`config.mk`:
```
export PLATFORM = sky130hd
export DESIGN_NAME = plab5_mcore_proc2mem_trans_buf_flat
export DESIGN_NICKNAME = d
export VERILOG_FILES = /design/src/rtl/plab5_mcore_proc2mem_trans_buf_if.sv /design/src/rtl/plab5_mcore_proc2mem_trans_buf.sv /design/src/flat_wrapper.sv
export SDC_FILE = /design/constraint.sdc
export NUM_CORES = 1
export LEC_CHECK = 0
export CORE_AREA = 4 4 175 177
export DETAILED_ROUTE_END_ITERATION = 7
export DIE_AREA = 0 0 179 181
export GPL_ROUTABILITY_DRIVEN = 0
export PLACE_DENSITY = 0.42
export SETUP_SLACK_MARGIN = 0.05
export SLEW_MARGIN = 0
export SYNTH_ARGS = -nofsm -noshare
export SYNTH_HDL_FRONTEND = slang
export SYNTH_SLANG_ARGS = --single-unit
```
`constraint.sdc`:
```
create_clock -name clk -period 3.11 [get_ports clk]
set_clock_uncertainty 0.2 [all_clocks]
set_input_delay 0.311 -clock clk [delete_from_list [all_inputs] [get_ports clk]]
set_output_delay 0.311 -clock clk [all_outputs]
set_load 0.02 [all_outputs]
```
`src/rtl/plab5_mcore_proc2mem_trans_buf_if.sv`:
```
// rtl/plab5_mcore_proc2mem_trans_buf_if.sv - four val/rdy message channels between core, translator and line-width memory
interface plab5_mcore_proc2mem_trans_buf_if #(
   parameter int opaque_nbits    = 8,
   parameter int addr_nbits      = 32,
   parameter int proc_data_nbits = 32,
   parameter int mem_data_nbits  = 128
);
   localparam int proc_len_nbits      = (proc_data_nbits > 8) ? $clog2(proc_data_nbits / 8) : 1;
   localparam int mem_len_nbits       = (mem_data_nbits > 8) ? $clog2(mem_data_nbits / 8) : 1;
   localparam int proc_reqmsg_nbits   = 3 + opaque_nbits + addr_nbits + proc_len_nbits + proc_data_nbits;
   localparam int mem_reqmsg_nbits    = 3 + opaque_nbits + addr_nbits + mem_len_nbits + mem_data_nbits;
   localparam int mem_respmsg_nbits   = 3 + opaque_nbits + mem_len_nbits + mem_data_nbits;
   localparam int proc_respmsg_nbits  = 3 + opaque_nbits + proc_len_nbits + proc_data_nbits;

   logic                          proc_req_val;
   logic                          proc_req_rdy;
   logic [proc_reqmsg_nbits-1:0]  proc_req_msg;

   logic                          mem_req_val;
   logic                          mem_req_rdy;
   logic [mem_reqmsg_nbits-1:0]   mem_req_msg;

   logic                          mem_resp_val;
   logic                          mem_resp_rdy;
   logic [mem_respmsg_nbits-1:0]  mem_resp_msg;

   logic                          proc_resp_val;
   logic                          proc_resp_rdy;
   logic [proc_respmsg_nbits-1:0] proc_resp_msg;

   modport slave (
      input  proc_req_val, proc_req_msg, output proc_req_rdy,
      output mem_req_val, mem_req_msg, input mem_req_rdy,
      input  mem_resp_val, mem_resp_msg, output mem_resp_rdy,
      output proc_resp_val, proc_resp_msg, input proc_resp_rdy
   );

   modport master (
      output proc_req_val, proc_req_msg, input proc_req_rdy,
      input  mem_req_val, mem_req_msg, output mem_req_rdy,
      output mem_resp_val, mem_resp_msg, input mem_resp_rdy,
      input  proc_resp_val, proc_resp_msg, output proc_resp_rdy
   );
endinterface

```
`src/rtl/plab5_mcore_proc2mem_trans_buf.sv`:
```
// rtl/plab5_mcore_proc2mem_trans_buf.sv - processor-word to cache-line memory translator with in-order tracking FIFO
module plab5_mcore_proc2mem_trans_buf #(
   parameter int opaque_nbits    = 8,
   parameter int addr_nbits      = 32,
   parameter int proc_data_nbits = 32,
   parameter int mem_data_nbits  = 128,
   parameter int num_entries     = 4
)(
   input  logic                           clk,
   input  logic                           reset,
   plab5_mcore_proc2mem_trans_buf_if.slave bus,
   output logic [$clog2(num_entries):0]   num_outstanding
);
   localparam int wo  = $clog2(mem_data_nbits / proc_data_nbits);
   localparam int bo  = $clog2(proc_data_nbits / 8);
   localparam int lo  = wo + bo;
   localparam int wow = (wo > 0) ? wo : 1;
   localparam int plw = (proc_data_nbits > 8) ? $clog2(proc_data_nbits / 8) : 1;
   localparam int mlw = (mem_data_nbits > 8) ? $clog2(mem_data_nbits / 8) : 1;
   localparam int pw  = $clog2(num_entries);
   localparam int cw  = pw + 1;

   localparam logic [addr_nbits-1:0] line_mask = ~((addr_nbits'(1) << lo) - addr_nbits'(1));
   localparam logic [addr_nbits-1:0] off_mask  = addr_nbits'((1 << wo) - 1);

   typedef struct packed {
      logic [2:0]                 typ;
      logic [opaque_nbits-1:0]    opaque;
      logic [addr_nbits-1:0]      addr;
      logic [plw-1:0]             len;
      logic [proc_data_nbits-1:0] data;
   } proc_req_t;

   typedef struct packed {
      logic [2:0]                 typ;
      logic [opaque_nbits-1:0]    opaque;
      logic [addr_nbits-1:0]      addr;
      logic [mlw-1:0]             len;
      logic [mem_data_nbits-1:0]  data;
   } mem_req_t;

   typedef struct packed {
      logic [2:0]                 typ;
      logic [opaque_nbits-1:0]    opaque;
      logic [mlw-1:0]             len;
      logic [mem_data_nbits-1:0]  data;
   } mem_resp_t;

   typedef struct packed {
      logic [2:0]                 typ;
      logic [opaque_nbits-1:0]    opaque;
      logic [plw-1:0]             len;
      logic [proc_data_nbits-1:0] data;
   } proc_resp_t;

   proc_req_t  preq;
   mem_req_t   mreq;
   mem_resp_t  mresp;
   proc_resp_t presp;

   logic [pw-1:0]  wr_ptr;
   logic [pw-1:0]  rd_ptr;
   logic [cw-1:0]  count;
   logic [wow-1:0] off_q  [num_entries];
   logic [plw-1:0] plen_q [num_entries];

   logic           full;
   logic           empty;
   logic           push;
   logic           pop;
   logic [wow-1:0] req_off;
   logic [wow-1:0] head_off;

   assign preq  = proc_req_t'(bus.proc_req_msg);
   assign mresp = mem_resp_t'(bus.mem_resp_msg);

   assign full  = (count == cw'(num_entries));
   assign empty = (count == '0);

   // Request side only looks at full, so nothing on the response channel reaches it combinationally.
   assign bus.mem_req_val  = bus.proc_req_val & ~full & reset;
   assign bus.proc_req_rdy = bus.mem_req_rdy & ~full & reset;
   assign push             = bus.mem_req_val & bus.mem_req_rdy;

   assign bus.proc_resp_val = bus.mem_resp_val & ~empty & reset;
   assign bus.mem_resp_rdy  = bus.proc_resp_rdy & ~empty & reset;
   assign pop               = bus.mem_resp_val & bus.mem_resp_rdy;

   assign req_off  = wow'((preq.addr >> bo) & off_mask);
   assign head_off = off_q[rd_ptr];

   always_comb begin
      mreq        = '0;
      mreq.typ    = preq.typ;
      mreq.opaque = preq.opaque;
      if (preq.typ == 3'd0) begin
         mreq.addr = preq.addr & line_mask;
      end else begin
         // A processor len of zero means a full word, which is not a full line on this side.
         mreq.addr = preq.addr;
         mreq.len  = (preq.len == '0) ? mlw'(proc_data_nbits / 8) : mlw'(preq.len);
         mreq.data = mem_data_nbits'(preq.data);
      end
   end

   always_comb begin
      presp        = '0;
      presp.typ    = mresp.typ;
      presp.opaque = mresp.opaque;
      presp.len    = plen_q[rd_ptr];
      if (mresp.typ == 3'd0)
         presp.data = proc_data_nbits'(mresp.data >> (head_off * proc_data_nbits));
   end

   assign bus.mem_req_msg   = mreq;
   assign bus.proc_resp_msg = presp;

   always_ff @(posedge clk) begin
      if (!reset) begin
         wr_ptr <= '0;
         rd_ptr <= '0;
         count  <= '0;
      end else begin
         if (push)
            wr_ptr <= wr_ptr + 1'b1;
         if (pop)
            rd_ptr <= rd_ptr + 1'b1;
         count <= count + {{pw{1'b0}}, push} - {{pw{1'b0}}, pop};
      end
   end

   always_ff @(posedge clk) begin
      if (push) begin
         off_q[wr_ptr]  <= req_off;
         plen_q[wr_ptr] <= preq.len;
      end
   end

   assign num_outstanding = count;
endmodule

```
`src/flat_wrapper.sv`:
```
// flat-port wrapper written by rule: the top's interface ports become plain ports
module plab5_mcore_proc2mem_trans_buf_flat 
#(
   parameter int opaque_nbits    = 8,
   parameter int addr_nbits      = 32,
   parameter int proc_data_nbits = 32,
   parameter int mem_data_nbits  = 128,
   parameter int num_entries     = 4
)
  (clk, reset, num_outstanding, bus_proc_req_val, bus_proc_req_msg, bus_proc_req_rdy, bus_mem_req_val, bus_mem_req_msg, bus_mem_req_rdy, bus_mem_resp_val, bus_mem_resp_msg, bus_mem_resp_rdy, bus_proc_resp_val, bus_proc_resp_msg, bus_proc_resp_rdy);
  plab5_mcore_proc2mem_trans_buf_if #(.opaque_nbits(opaque_nbits), .addr_nbits(addr_nbits), .proc_data_nbits(proc_data_nbits), .mem_data_nbits(mem_data_nbits)) bus_i ();
  input  logic clk;
  input  logic reset;
  output logic [$clog2(num_entries):0] num_outstanding;
  input wire logic [$bits(bus_i.proc_req_val)-1:0] bus_proc_req_val;
  input wire logic [$bits(bus_i.proc_req_msg)-1:0] bus_proc_req_msg;
  output wire logic [$bits(bus_i.proc_req_rdy)-1:0] bus_proc_req_rdy;
  output wire logic [$bits(bus_i.mem_req_val)-1:0] bus_mem_req_val;
  output wire logic [$bits(bus_i.mem_req_msg)-1:0] bus_mem_req_msg;
  input wire logic [$bits(bus_i.mem_req_rdy)-1:0] bus_mem_req_rdy;
  input wire logic [$bits(bus_i.mem_resp_val)-1:0] bus_mem_resp_val;
  input wire logic [$bits(bus_i.mem_resp_msg)-1:0] bus_mem_resp_msg;
  output wire logic [$bits(bus_i.mem_resp_rdy)-1:0] bus_mem_resp_rdy;
  output wire logic [$bits(bus_i.proc_resp_val)-1:0] bus_proc_resp_val;
  output wire logic [$bits(bus_i.proc_resp_msg)-1:0] bus_proc_resp_msg;
  input wire logic [$bits(bus_i.proc_resp_rdy)-1:0] bus_proc_resp_rdy;
  assign bus_i.proc_req_val = bus_proc_req_val;
  assign bus_i.proc_req_msg = bus_proc_req_msg;
  assign bus_proc_req_rdy = bus_i.proc_req_rdy;
  assign bus_mem_req_val = bus_i.mem_req_val;
  assign bus_mem_req_msg = bus_i.mem_req_msg;
  assign bus_i.mem_req_rdy = bus_mem_req_rdy;
  assign bus_i.mem_resp_val = bus_mem_resp_val;
  assign bus_i.mem_resp_msg = bus_mem_resp_msg;
  assign bus_mem_resp_rdy = bus_i.mem_resp_rdy;
  assign bus_proc_resp_val = bus_i.proc_resp_val;
  assign bus_proc_resp_msg = bus_i.proc_resp_msg;
  assign bus_i.proc_resp_rdy = bus_proc_resp_rdy;
  plab5_mcore_proc2mem_trans_buf #(.opaque_nbits(opaque_nbits), .addr_nbits(addr_nbits), .proc_data_nbits(proc_data_nbits), .mem_data_nbits(mem_data_nbits), .num_entries(num_entries)) u_core (.clk(clk), .reset(reset), .bus(bus_i), .num_outstanding(num_outstanding));
endmodule
```
==> summary.md <==
| Metric | Value |
|---|---|
| Status | `completed` |
| Initial antenna violation count | `0` |
| Clock Latency Late Sink | `between 0.2 and 0.3 ns` |
| GRT Total Usage | `0.06606` |
| Fin util | `0.2038` |
| Count leader, synth | `buf_4` |
| Top post-synthesis cells by area | `buf_4 (32%), mux2i_1 (18%), edfxtp_1 (14%)` |
| Setup crit end | `bus_proc_resp_msg[0]` |
| Hold Path Cell Cnt | `2` |
| RSZ-0062 raised after global routing | `no` |
| Initial Utilization | `0.1188` |
| Synthesized instance count | `383` |
| Post-synth EDFFs | `16` |
| Clk sinks | `25` |
| Die Ht | `181 microns` |
| VDD IR max | `0.0002031 V` |
| First-pass GRT wire length | `17130 microns` |
| Die W | `179 microns` |
| Yosys cell types | `30` |
| N_diodes | `0` |
| Met3 Track Usage GR | `0.03871` |
| Fin. max-slew vios | `0` |
| Vias in the first global route | `3084` |
| Post-layout minimum cycle time | `2.847 ns` |
| GRT overflow | `0` |
| Post-Synthesis Cell Area | `between 0.003 and 0.004 sq mm` |
| Root buffer cell | `clkbuf_16` |
| Final ANT Viol Nets | `0` |
| Layout cells sized above 1 | `0.04651` |
| Met2 usage | `0.1173` |
| Warnings, synthesis | `0` |
| Peak Freq | `351.2 MHz` |
| # H-tree levels | `1` |
| Via count | `3037` |
| Crit path required time | `between 2 and 3 ns` |
| Clock Tree Buf Depth | `2` |
| Synth async-reset ratio | `0` |
| Final Setup Violations | `0` |
| Synth top cells by count | `buf_4 (147), mux2i_1 (64), nor2b_1 (38)` |
| # rows | `63` |
| Max cap viols | `0` |
| Worst R2R End | `u_core.num_outstanding[2]$_SDFF_PN0_` |
| Critical R2R Launch | `u_core.num_outstanding[0]$_SDFF_PN0_` |
| Port bufs | `about 260` |
| Maximum number of pins on one net before global-route repair | `30` |
| TritonRoute pass-1 iters | `4` |
| Pwr/cell area | `between 200 and 300 mW/mm^2` |
| Core area | `0.02924 sq mm` |
| GRT met1 Usage | `0.07079` |
| Avg Cell Area, Syn | `9.072 sq um` |
| CP endpoint kind | `output port` |
| GR peak layer | `met2` |
| CP arrival | `about 2.3 ns` |
| R2R Setup Slk | `0.63 ns` |
| Top cell type's share of synthesized area | `0.3176` |
| Register area share after synthesis | `0.1901` |
| Placed wire-length estimate | `10970 microns` |
| Routed WL | `12710 microns` |
| Top cell type by total area after synthesis | `buf_4` |
| Nets | `between 800 and 900` |
| Area grow syn2layout | `71.55%` |
| Synthesis-stage register bit count | `25` |
| Num CTS Buffers | `3` |
| Count of final hold-check violations | `0` |
| Vias per cell | `3.061` |
| I/O pin cnt | `453` |
| Total die area | `between 0.03 and 0.04 sq mm` |
| Tcrit/Tclk final | `0.9155` |
| Leakage | `2.651 nW` |
| Critical Path Fanout Max | `19` |
| Hold Crit Class | `reg -> reg` |
| Setup TNS | `0 ns` |
| DRT iter0 DRCs | `42` |
| Hold slack | `approximately 0.28 ns` |
| CTS tree | `done` |
| Critical path class | `reg -> out` |
| Clk slew on worst S/H paths | `0.06 ns` |
| Hold buffers post-CTS | `0` |
| Worst-Margin Slew | `roughly 0.57 ns` |
| Worst-case reg-to-reg path depth | `9` |
| Residual DRC count | `0` |
| Crit path launch type | `flip-flop` |
| Main synth FF type | `edfxtp_1` |
| Rel. slew slack | `0.6185` |
| WL per Instance | `12.81 microns` |
[placed cells by master (no fill, tap or decap), drive strengths merged, types with 2 or more instances in the layout]
cell type,n
buf,20
dlymetal6s2s,7
mux2i,64
nand2,3
dlygate4sd2,25
o22ai,32
nor3,7
nand4,2
o21ai,2
conb,97
and2,6
ha,6
mux4,4
nor2b,38
clkbuf,3
edfxtp,16
a21oi,3
nor2,4
inv,10
dfxtp,9
o31ai,3
clkdlybuf4s50,231
[report_power, final]
part | leakage [nW] | internal [mW] | switching, mW | total [mW]
registers | 0.218 | 0.367 | 0.0131 | 0.380
clock network | 0.0409 | 0.173 | 0.108 | 0.281
logic | 2.39 | 0.443 | 0.405 | 0.848
[registers in the layout, summed over array words and instances (netlist names), named ones only]
signal                  count
u_core.num_outstanding      3
u_core.off_q                8
u_core.plen_q               8
u_core.rd_ptr               2
u_core.wr_ptr               2
[area by class of cell]
type                    count  area, sq um
fillers                  3252        23280
repair buffers            283         2831
multi-input cells         280         1863
flip-flops and latches     25        660.6
well taps                 390        488.0
clock buffers               3        75.07
inverters                  10        37.54
clock inverters             1        5.005
[critical path, stage by stage (launching register included)]
cell and delay [ns]:
dfxtp_1 0.35, mux4_4 0.66, buf_12 0.19, buf_12 0.18, mux2i_1 0.23, o22ai_1 0.11
dlygate4sd2_1 0.33
[metrics by stage]
step / area, sq um / instances / total power [mW] / setup slack (ns)
CTS: 5943 / 992 / 1.529 / 0.05594
finish: 5961 / 992 / 1.509 / 0.2629
global placement: 5874 / 987 / 1.251 / 0.1583
floorplan: 3835 / 479 / 1.014 / 0.7728
global route: 5961 / 992 / 1.600 / 0.1794
detailed placement: 5874 / 987 / 1.248 / 0.1656
[how the worst min path moves through the flow]
stage                                        startpoint                             to  slack [ns]
after floorplan                    bus_proc_req_msg[36]   u_core.off_q[0][0]$_DFFE_PP_        0.21
after detailed placement  u_core.rd_ptr[0]$_SDFFE_PN0P_  u_core.rd_ptr[0]$_SDFFE_PN0P_        0.28
after global placement    u_core.rd_ptr[0]$_SDFFE_PN0P_  u_core.rd_ptr[0]$_SDFFE_PN0P_        0.27
after global routing      u_core.rd_ptr[0]$_SDFFE_PN0P_  u_core.rd_ptr[0]$_SDFFE_PN0P_        0.32
final                     u_core.rd_ptr[0]$_SDFFE_PN0P_  u_core.rd_ptr[0]$_SDFFE_PN0P_        0.28
after CTS                 u_core.rd_ptr[0]$_SDFFE_PN0P_  u_core.rd_ptr[0]$_SDFFE_PN0P_        0.29
[logic make-up (layout without fill, tap and decap cells)]
group                    count (synthesis)  count (layout)  synth area share
multiplexers                            68              68            0.2125
AO/OA/AOI/OAI                           41              41           0.07382
flip-flops                              25              25            0.1901
adder cells (fa/ha/maj)                  7               7           0.02737
other                                    1              97          0.001079
XOR/XNOR                                 2               2          0.005042
buffers and inverters                  174             297            0.3795
AND/OR/NAND/NOR                         65              65            0.1106
[per-layer routing]
| metal | wire length (microns) | part of all wire | vias up |
|---|---|---|---|
| li1 | - | - | 1509 |
| met1 | 4591 | 0.36 | 1308 |
| met2 | 5859 | 0.46 | 220 |
| met3 | 2260 | 0.18 | 0 |
| met4 | 0 | 0 | 0 |
| met5 | 0 | 0 | - |
[what timing repair did]
item,CTS,global route
endpoints found under the setup margin,32,7
pin swaps,0,0
buffers inserted,1,0
resized for setup,25,7
hold endpoints to repair,0,0
No activity file was read; power rests on OpenSTA's default activity.
